### src/rtl/m3_commutation_sequencer.sv
// Slice timer and 6-step commutation sequencer for the 3-phase motor path.
// Each slice lasts dst_round_len clocks, clamped up to PERIOD_MIN. Every slice
// opens with a DEAD_CYC all-off window and then drives the table pattern for
// the current step. next_round_1 paces the speed calculator once per 6 slices.
// Ports:
//   clk, rst              clock, async active-high reset
//   working               run enable
//   m3_inv_rotate         1 = reverse step order (sampled on round wrap)
//   m3_force_stop         brake request, overrides working
//   dst_round_len         requested slice period in clocks
//   next_round_1          1-clk pulse when the slice index wraps 5->0
//   next_slice_1          1-clk pulse at every slice boundary
//   step                  current commutation step 0..5
//   phase_high/phase_low  switch enables {C,B,A}
//   cur_slice_period      period in use for the current slice
//   running               1 while in RUN
module m3_commutation_sequencer #(
  parameter int unsigned SLICE_NUM  = 6,
  parameter int unsigned PERIOD_MIN = 40,
  parameter int unsigned DEAD_CYC   = 4,
  parameter int unsigned BRAKE_CYC  = 1000
) (
  input  logic        clk,
  input  logic        rst,
  input  logic        working,
  input  logic        m3_inv_rotate,
  input  logic        m3_force_stop,
  input  logic [31:0] dst_round_len,
  output logic        next_round_1,
  output logic        next_slice_1,
  output logic [2:0]  step,
  output logic [2:0]  phase_high,
  output logic [2:0]  phase_low,
  output logic [31:0] cur_slice_period,
  output logic        running
);

  localparam logic [31:0] PeriodMin = 32'(PERIOD_MIN);
  localparam logic [31:0] DeadCyc   = 32'(DEAD_CYC);
  localparam logic [31:0] BrakeLast = 32'(BRAKE_CYC - 1);
  localparam logic [2:0]  LastStep  = 3'(SLICE_NUM - 1);

  typedef enum logic [1:0] {StIdle, StRun, StBrake} state_e;

  state_e      state_q, state_d;
  logic [31:0] cnt_q, cnt_d;
  logic [31:0] period_q, period_d;
  logic [31:0] brake_q, brake_d;
  logic [2:0]  step_q, step_d;
  logic [2:0]  slice_q, slice_d;
  logic        dir_q, dir_d;
  logic        next_slice_q, next_slice_d;
  logic        next_round_q, next_round_d;
  logic        running_q, running_d;
  logic [2:0]  high_q, high_d;
  logic [2:0]  low_q, low_d;
  logic [31:0] period_clamped;

  assign period_clamped = (dst_round_len < PeriodMin) ? PeriodMin : dst_round_len;

  always_comb begin
    state_d      = state_q;
    cnt_d        = cnt_q;
    period_d     = period_q;
    brake_d      = brake_q;
    step_d       = step_q;
    slice_d      = slice_q;
    dir_d        = dir_q;
    next_slice_d = 1'b0;
    next_round_d = 1'b0;

    if (m3_force_stop) begin
      // Holding the request keeps restarting the brake window.
      state_d = StBrake;
      brake_d = '0;
    end else begin
      unique case (state_q)
        StIdle: begin
          if (working) begin
            state_d  = StRun;
            cnt_d    = '0;
            period_d = period_clamped;
            step_d   = '0;
            slice_d  = '0;
            dir_d    = m3_inv_rotate;
          end
        end
        StRun: begin
          if (!working) begin
            state_d = StIdle;
          end else if (cnt_q == period_q - 32'd1) begin
            cnt_d        = '0;
            period_d     = period_clamped;
            next_slice_d = 1'b1;
            next_round_d = (slice_q == LastStep);
            slice_d      = (slice_q == LastStep) ? 3'd0 : slice_q + 3'd1;
            if (dir_q) begin
              step_d = (step_q == 3'd0) ? LastStep : step_q - 3'd1;
            end else begin
              step_d = (step_q == LastStep) ? 3'd0 : step_q + 3'd1;
            end
            // Direction only changes at a round boundary, after this step move.
            if (slice_q == LastStep) begin
              dir_d = m3_inv_rotate;
            end
          end else begin
            cnt_d = cnt_q + 32'd1;
          end
        end
        StBrake: begin
          if (brake_q >= BrakeLast) begin
            state_d = StIdle;
          end else begin
            brake_d = brake_q + 32'd1;
          end
        end
        default: state_d = StIdle;
      endcase
    end

    running_d = (state_d == StRun);

    // Switch pattern follows the registered state/step/cnt it is stored with.
    high_d = 3'b000;
    low_d  = 3'b000;
    if (state_d == StBrake) begin
      low_d = 3'b111;
    end else if (state_d == StRun && cnt_d >= DeadCyc) begin
      unique case (step_d)
        3'd0: begin high_d = 3'b001; low_d = 3'b010; end
        3'd1: begin high_d = 3'b001; low_d = 3'b100; end
        3'd2: begin high_d = 3'b010; low_d = 3'b100; end
        3'd3: begin high_d = 3'b010; low_d = 3'b001; end
        3'd4: begin high_d = 3'b100; low_d = 3'b001; end
        3'd5: begin high_d = 3'b100; low_d = 3'b010; end
        default: begin high_d = 3'b000; low_d = 3'b000; end
      endcase
    end
  end

  always_ff @(posedge clk or posedge rst) begin
    if (rst) begin
      state_q      <= StIdle;
      cnt_q        <= '0;
      period_q     <= PeriodMin;
      brake_q      <= '0;
      step_q       <= '0;
      slice_q      <= '0;
      dir_q        <= 1'b0;
      next_slice_q <= 1'b0;
      next_round_q <= 1'b0;
      running_q    <= 1'b0;
      high_q       <= '0;
      low_q        <= '0;
    end else begin
      state_q      <= state_d;
      cnt_q        <= cnt_d;
      period_q     <= period_d;
      brake_q      <= brake_d;
      step_q       <= step_d;
      slice_q      <= slice_d;
      dir_q        <= dir_d;
      next_slice_q <= next_slice_d;
      next_round_q <= next_round_d;
      running_q    <= running_d;
      high_q       <= high_d;
      low_q        <= low_d;
    end
  end

  assign next_slice_1     = next_slice_q;
  assign next_round_1     = next_round_q;
  assign running          = running_q;
  assign step             = step_q;
  assign cur_slice_period = period_q;
  assign phase_high       = high_q;
  assign phase_low        = low_q;

  // No shoot-through on any leg.
  a_no_shoot_through: assert property (@(posedge clk) disable iff (rst)
    (high_q & low_q) == 3'b000);

  // A drive pattern may only follow another drive pattern if it is the same one.
  a_dead_window: assert property (@(posedge clk) disable iff (rst)
    (high_q != 3'b000 && $past(high_q) != 3'b000) |-> (high_q == $past(high_q)));

endmodule

### config.mk
export PLATFORM = sky130hd
export DESIGN_NAME = m3_commutation_sequencer
export DESIGN_NICKNAME = d
export VERILOG_FILES = /design/src/rtl/m3_commutation_sequencer.sv
export SDC_FILE = /design/constraint.sdc
export NUM_CORES = 1
export LEC_CHECK = 0
export CAP_MARGIN = 5
export CORE_ASPECT_RATIO = 0.5
export CORE_MARGIN = 1.5
export CORE_UTILIZATION = 38
export DETAILED_ROUTE_END_ITERATION = 10
export PLACE_DENSITY_LB_ADDON = 0.05
export REMOVE_ABC_BUFFERS = 1
export SETUP_SLACK_MARGIN = 0.5
export SYNTH_ARGS = -nofsm -noshare
export SYNTH_HDL_FRONTEND = slang
export SYNTH_SLANG_ARGS = --single-unit
### constraint.sdc
create_clock -name clk -period 4.5 [get_ports clk]
set_input_delay 0.675 -clock clk [delete_from_list [all_inputs] [get_ports clk]]
set_output_delay 0.675 -clock clk [all_outputs]
set_load 0.01 [all_outputs]
==> results of run 1 <==
[where the power goes]
part / switching (mW) / internal [mW] / leakage, nW / total [mW]
Sequential: 0.0823 / 1.08 / 1.51 / 1.16
Clock: 0.528 / 0.887 / 0.279 / 1.41
Combinational: 0.360 / 0.351 / 2.25 / 0.711
[routing by layer]
metal / up-vias / track usage / share of wire / wire [um]
met5: - / 0 / 0 / 0
met3: 35 / 0.0708 / 0.071 / 1670
li1: 3068 / - / - / -
met1: 3254 / 0.358 / 0.49 / 11600
met4: 0 / 0.0841 / 0.018 / 430
met2: 219 / 0.347 / 0.42 / 9960
[synth_stat cells (all sizes together) (7+ instances only)]
library cell    n
dfrtp         112
nand2          59
nor2           56
clkbuf         39
xnor2          37
nor4           34
nand3          33
o21ai          29
mux2           28
nor2b          28
nand4          25
nor3           23
inv            21
o31ai          21
xor2           19
a21oi          17
and3           16
a31oi          10
buf            10
o211ai          9
o22ai           9
nand2b          8
and2            7
nor3b           7
o41ai           7
or3             7
[worst register-to-register path, stage by stage, from the launching register on]
cell and delay, ns:
dfrtp_1 0.38, or4_4 0.56, or3_4 0.45, buf_4 0.18
nor3_4 0.19, xnor2_2 0.17, and4_1 0.23, nand4b_1 0.19
nor2_4 0.26, buf_6 0.17, buf_6 0.13, o31ai_4 0.08
a22oi_1 0.19, nand2_1 0.12, nor4_4 0.36, buf_6 0.18
o41ai_2 0.08
[cell families (layout without fill, tap and decap cells)]
family,Yosys count,after routing,synth area share
flops,114,114,0.415
mux,29,29,0.0473
simple gates,331,331,0.265
fa+ha+maj,4,4,0.00728
compound gates,144,144,0.152
xor+xnor,56,56,0.0713
buf+inv,70,232,0.0417
[flip-flops by register name (all words and copies together), names as in the netlist]
| register | count |
|---|---|
| brake_q | 32 |
| cnt_q | 32 |
| cur_slice_period | 32 |
| phase_high | 3 |
| phase_low | 3 |
| slice_q | 3 |
| step | 3 |
| state_q | 2 |
| dir_q | 1 |
| next_round_1 | 1 |
| next_slice_1 | 1 |
| running | 1 |
[worst max-delay path by stage]
stage / from / to
2_1_floorplan: cur_slice_period[8]$_DFFE_PP0P_ / phase_low[0]$_DFF_PP0_
3_3_place_gp: cur_slice_period[11]$_DFFE_PP0P_ / phase_low[1]$_DFF_PP0_
3_5_place_dp: cur_slice_period[11]$_DFFE_PP0P_ / phase_low[1]$_DFF_PP0_
4_1_cts: cur_slice_period[9]$_DFFE_PP0P_ / phase_low[2]$_DFF_PP0_
5_1_grt: cur_slice_period[1]$_DFFE_PP0P_ / phase_low[0]$_DFF_PP0_
6_report: cur_slice_period[9]$_DFFE_PP0P_ / phase_low[2]$_DFF_PP0_
[layout by cell type, fill, tap and decap left out, types with 6 or more instances in the layout]
cell	Yosys	layout
a31oi_1	10	6
mux2_2	28	28
nand3_1	32	32
xnor2_1	37	34
clkdlybuf4s50_1	0	80
o21ai_0	28	23
o211ai_1	9	9
clkbuf_16	0	20
nor2_1	54	52
nor4_1	32	26
and2_1	6	6
nand4_1	25	25
buf_6	2	9
or3_1	7	6
inv_1	19	16
and4_1	6	6
nor3_1	23	18
o31ai_1	21	15
nand2_1	59	58
dfrtp_1	112	111
xor2_1	19	19
nand2b_1	8	8
nor2b_1	28	28
a21o_1	6	6
and3_1	16	16
a21oi_1	17	16
buf_4	0	81
[final cells by class]
type	count	area, um^2	share of cell area
Timing Repair Buffer	179	1700	0.175
Multi-Input combinational cell	564	4170	0.430
Inverter	21	81.3	0.00838
Clock inverter	12	159	0.0164
Tap cell	234	293	0.0302
Clock buffer	20	447	0.0460
Sequential cell	114	2860	0.294
[per-stage QoR]
stage | hold WS [ns] | utilization | setup TNS, ns | setup slack (ns) | instance area (um^2)
floorplan | 0.462 | - | -1.27 | -0.221 | 6670
global placement | 0.482 | 0.475 | 0 | 0.218 | 8330
detailed placement | 0.490 | 0.475 | 0 | 0.0834 | 8330
CTS | 0.504 | 0.526 | 0 | 0.422 | 9220
global route | 0.516 | 0.554 | 0 | 0.283 | 9710
finish | 0.497 | 0.554 | 0 | 0.422 | 9710
[timing repair]
| item | in CTS | in global routing |
|---|---|---|
| resized for setup | 34 | 59 |
| gates cloned | 0 | 5 |
| endpoints found under the setup margin | 10 | 40 |
| setup buffers | 14 | 12 |
| pin swaps | 21 | 28 |
==> reports/results.tsv, run 1 <==
stage	metric	value	unit
power_and_ir_drop	post-layout-total-power	3.28	mW
final_layout	final_nets	938	
grt	total_congestion_overflow_after_global_routing	0	
worst_setup_path	cp.depth	16	
worst_setup_path	crit_path_top_delay_cell	or4_4	
yosys	yosys-top-cells-area	dfrtp_1 (41%), xnor2_1 (4.7%), mux2_2 (4.6%)	
sta	report.final.slew_viol_count	0	
worst_setup_path	critical_path.startpoint_type	flop	
sta	finalClockSkew	0.0132	ns
power_and_ir_drop	ir_drop	0.245	mV
worst_setup_path	crit_arrival	4.36	ns
min_path	timing.hold.worst_path_depth	1	
floorplanning	io_pins	81	
sta	max_slew_margin	0.396	
drt	drtAntennaViolNets	0	
grt	global_route_wire_length_before_repair	36000	um
grt	grt_max_degree	68	
clock_network	clock_latency	0.43	ns
min_path	hold_path_startpoint	brake_q[24]$_DFFE_PP0P_	
sta	clock.fmax	0.245	GHz
clock_network	clk_path_buf_depth	2	
worst_setup_path	worstPathMaxFanout	6	
drt	detailedRoute.firstPassIterationCount	5	
outcome	run_status	completed	
min_path	holdPathEnd	brake_q[24]$_DFFE_PP0P_	
drt	postRouteWirelength	23700	um
yosys	count_of_flip_flops_with_a_built_in_enable_after_synthesis	0	
worst_setup_path	worstPathBufferInverterCount	4	
drt	first_iteration_detailed_routing_drc_count	410	
worst_setup_path	critical_path.endpoint_type	flop	
placement	place.detailed.instances	1081	
worst_setup_path	r2r_end	phase_low[2]$_DFF_PP0_	
floorplanning	design.die.area	0.0190	mm^2
worst_setup_path	required	4.78	ns
clock_network	cts.sink_count	114	
drt	drt-vias-per-instance	5.75	
yosys	synth-seq-cells	114	
clock_network	cts.htree.levels	4	
sta	slew_of_the_pin_with_the_lowest_slew_margin	0.906	ns
floorplanning	dieHeight	98.1	um
clock_network	ctsRootBufferMaster	clkbuf_16	
worst_setup_path	criticalPathCategory	flop to flop	
min_path	worst_hold_path_type	flop to flop	
yosys	netlist-cell-type-count	76	
final_layout	finish.cell_count_without_fillers	1144	
grt	first_global_vias	6324	
yosys	synth_ff_type	dfrtp_1	
worst_setup_path	timing.reg2reg.worst_path_depth	16	
yosys	synth_seq_area_share	0.415	
yosys	synth_top_area_share	0.408	
floorplanning	effective_utilization_at_floorplan	0.392	
floorplanning	num_rows	34	
clock_network	cts_tree	yes	
worst_setup_path	timing.critical_path.mode_cell	buf_6	
yosys	syn_inst	748	
drt	drc_violations	0	
worst_setup_path	worstPathCellList	or4_4 > or3_4 > buf_4 > nor3_4 > xnor2_2 > and4_1 > nand4b_1 > nor2_4 > buf_6 > buf_6 > o31ai_4 > a22oi_1 > nand2_1 > nor4_4 > buf_6 > o41ai_2	
yosys	synth.largest_area_cell	dfrtp_1	
yosys	synth_warnings	0	
clock_network	cts_inserted_buffers	17	
placement	place_congestion	0.871	
yosys	async_reset_ff_frac	1.00	
worst_setup_path	cp_slowest_stage_delay	0.56	ns
final_layout	area_growth_syn_to_layout	41.2	%
grt	gr-usage-all-layers	0.246	
power_and_ir_drop	power-per-cell-area	338	mW/mm^2
yosys	synth_area_per_cell	9.19	um^2
sta	finalSetupViolations	0	
placement	dp.final_hpwl	16000	um
final_layout	layout_fillers	1587	
power_and_ir_drop	static-leakage-power	4.04	nW
sta	finalHoldViolations	0	
clock_network	cts_hold_buffers	0	
sta	post-route-period-util	0.906	
worst_setup_path	setup.reg_to_reg.worst_slack	0.42	ns
floorplanning	core_area	0.0175	mm^2
clock_network	clock_pin_slew_reported_for_the_worst_setup_and_hold_paths_after_clock_tree_synthesis	0.06	ns
drt	detailroute.via_count	6576	
drt	wire_per_inst	20.7	um
floorplanning	die_x	193	um
final_layout	antenna_cells_inserted	0	
placement	io_buffer_count	80	
yosys	netlist_area	0.00688	mm^2
sta	layout_min_cycle_time	4.08	ns
run	max-cap-violations	0	
worst_setup_path	path_delay_family	simple AND/OR/NAND/NOR gates	
grt	initial_antenna_violation_count	0	
sta	grt_setup_unrepaired	true	
final_layout	drive_above_1_share	0.264	
worst_setup_path	reg2reg_from	cur_slice_period[9]$_DFFE_PP0P_	
(Power assumes the default switching activity.)
==> run 2, diff against run 1 <==
Settings changed: CORE_UTILIZATION 38 to 35.
==> reports/results.tsv, run 2 (synthesis results as in run 1) <==
stage	metric	value	unit	change
final_layout	final_nets	923		-1.6%
floorplanning	dieHeight	102	um	+4.1%
floorplanning	die_x	201	um	+4.1%
floorplanning	num_rows	35		+2.9%
clock_network	cts.sink_count	114		unchanged
worst_setup_path	r2r_end	phase_low[1]$_DFF_PP0_		
drt	drtAntennaViolNets	0		unchanged
grt	gr-usage-all-layers	0.225		-0.0206
clock_network	cts_hold_buffers	0		unchanged
drt	wire_per_inst	19.3	um	-6.9%
placement	place_congestion	0.887		+1.8%
final_layout	finalInstanceArea	0.00937	mm^2	-3.5%
drt	detailedRoute.firstPassIterationCount	5		unchanged
power_and_ir_drop	post-layout-total-power	3.11	mW	-5.3%
grt	total_congestion_overflow_after_global_routing	0		unchanged
sta	finalSetupViolations	0		unchanged
clock_network	ctsRootBufferMaster	clkbuf_16		
floorplanning	io_pins	81		unchanged
worst_setup_path	crit_path_top_delay_cell	or4_4		
sta	finalClockSkew	0.0103	ns	-0.00288 ns
outcome	run_status	completed		
placement	place.detailed.instances	1107		+2.4%
worst_setup_path	reg2reg_from	cur_slice_period[8]$_DFFE_PP0P_		
power_and_ir_drop	static-leakage-power	3.89	nW	-3.7%
clock_network	clk_path_buf_depth	2		unchanged
min_path	timing.hold.worst_path_depth	2		+1
worst_setup_path	worstPathCellList	or4_4 > buf_6 > or4_4 > nor3_4 > xnor2_2 > and4_1 > nand4b_1 > nor2_4 > buf_12 > buf_6 > o31ai_4 > nor4_2 > buf_4 > nand4b_1 > nor4_4 > buf_6 > o41ai_2		
drt	detailroute.via_count	6355		-3.4%
clock_network	cts.htree.levels	4		unchanged
worst_setup_path	required	4.78	ns	about the same
min_path	hold_path_startpoint	slice_q[2]$_DFFE_PP0P_		
drt	drt-vias-per-instance	5.51		-4.2%
final_layout	layout.cells.most_common_list	dfrtp_1 (111), clkdlybuf4s50_1 (80), buf_4 (74)		
placement	dp.final_hpwl	16200	um	+1.1%
grt	grt_max_degree	57		-16%
min_path	holdPathEnd	slice_q[2]$_DFFE_PP0P_		
final_layout	drive_above_1_share	0.241		-0.0224
power_and_ir_drop	power-per-cell-area	332	mW/mm^2	-1.8%
final_layout	layout.cells.most_common	dfrtp_1		
final_layout	layout_fillers	1771		+12%
worst_setup_path	critical_path.endpoint_type	flop		
sta	slew_of_the_pin_with_the_lowest_slew_margin	0.830	ns	-0.0765 ns
worst_setup_path	critical_path.startpoint_type	flop		
worst_setup_path	timing.critical_path.mode_cell	buf_6		
worst_setup_path	cp_slowest_stage_delay	0.55	ns	about the same
sta	grt_setup_unrepaired	true		
drt	postRouteWirelength	22200	um	-6.1%
clock_network	cts_tree	yes		
worst_setup_path	setup.reg_to_reg.worst_slack	0.37	ns	-0.06 ns
grt	global_route_wire_length_before_repair	35400	um	-1.7%
grt	first_global_vias	6184		-2.2%
worst_setup_path	criticalPathCategory	flop to flop		
sta	max_slew_margin	0.443		+0.0472
sta	clock.fmax	0.242	GHz	-1.3%
worst_setup_path	timing.reg2reg.worst_path_depth	17		+1
sta	post-route-period-util	0.918		+0.0123
min_path	worst_hold_path_type	flop to flop		
final_layout	area_growth_syn_to_layout	36.2	%	
final_layout	finish.cell_count_without_fillers	1154		+0.87%
final_layout	multiInputGateArea	0.00405	mm^2	-3.0%
clock_network	cts_inserted_buffers	17		unchanged
drt	first_iteration_detailed_routing_drc_count	442		+7.8%
placement	pre_cts_slack	0.113	ns	+0.0296 ns
placement	io_buffer_count	80		unchanged
final_layout	register_area	0.00286	mm^2	unchanged
floorplanning	core_area	0.0188	mm^2	+7.4%
clock_network	clock_latency	0.43	ns	about the same
sta	timing.final.ws_setup	0.367	ns	-0.0555 ns
floorplanning	design.die.area	0.0205	mm^2	+8.4%
grt	initial_antenna_violation_count	1		+1
sta	layout_min_cycle_time	4.13	ns	+0.0555 ns
final_layout	antenna_cells_inserted	0		unchanged
drt	drc_violations	0		unchanged
worst_setup_path	worstPathMaxFanout	8		+2
power_and_ir_drop	ir_drop	0.252	mV	+2.7%
worst_setup_path	worstPathBufferInverterCount	5		+1
sta	report.final.slew_viol_count	0		unchanged
floorplanning	effective_utilization_at_floorplan	0.365		-0.0272
worst_setup_path	crit_arrival	4.42	ns	+0.06 ns
clock_network	clock_pin_slew_reported_for_the_worst_setup_and_hold_paths_after_clock_tree_synthesis	0.06	ns	about the same
placement	placedInstanceArea	0.00834	mm^2	+0.17%
run	max-cap-violations	0		unchanged
sta	finalHoldViolations	0		unchanged
worst_setup_path	path_delay_family	simple AND/OR/NAND/NOR gates		
==> run 2: how the worst max path moves through the flow <==
stage	end	cells after the start	start	slack, ns
CTS	phase_low[1]$_DFF_PP0_	13	cur_slice_period[11]$_DFFE_PP0P_	0.41
detailed placement	phase_low[1]$_DFF_PP0_	15	cur_slice_period[11]$_DFFE_PP0P_	0.11
finish	phase_low[1]$_DFF_PP0_	17	cur_slice_period[8]$_DFFE_PP0P_	0.37
floorplan	phase_low[0]$_DFF_PP0_	12	cur_slice_period[8]$_DFFE_PP0P_	-0.22
global placement	phase_low[1]$_DFF_PP0_	19	cur_slice_period[0]$_DFFE_PP0P_	0.11
global route	phase_low[1]$_DFF_PP0_	17	cur_slice_period[8]$_DFFE_PP0P_	0.26
==> run 2: area by class of cell <==
class,count,share of cell area
Inverter,21,0.00868
Sequential cell,114,0.305
Multi-Input combinational cell,564,0.432
Clock buffer,17,0.0454
Tap cell,259,0.0346
Timing Repair Buffer,164,0.161
Clock inverter,15,0.0132
==> run 2: stage by stage <==
step,hold slack (ns),utilization,setup TNS [ns]
2_1_floorplan,0.462,-,-1.27
4_1_cts,0.502,0.486,0
3_5_place_dp,0.485,0.443,0
6_report,0.496,0.497,0
3_3_place_gp,0.482,0.443,0
5_1_grt,0.519,0.497,0
==> run 2: report_power, final <==
group	switching (mW)	leakage (nW)	internal, mW
logic	0.334	2.12	0.333
clock network	0.566	0.256	0.717
registers	0.0834	1.51	1.08
==> run 2: per-layer routing <==
metal,GRT usage,part of all wire,vias to the layer above
met5,0,0,-
met4,0.0695,0.015,0
met3,0.0612,0.070,33
met1,0.328,0.50,3059
li1,-,-,3033
met2,0.325,0.42,230
==> run 2: worst reg2reg max path, delay by kind of cell, from the launching register on <==
kind,cells,cell delay [ns]
AND/OR/NAND/NOR,9,2.61
XOR/XNOR,1,0.14
buffers and inverters,5,0.74
flip-flops,1,0.37
AO/OA/AOI/OAI,2,0.14
==> run 2: repair_timing <==
item,CTS,global route
setup endpoints to repair,33,40
pin swaps,17,14
gates cloned,0,0
resized for setup,39,28
setup buffers,8,7
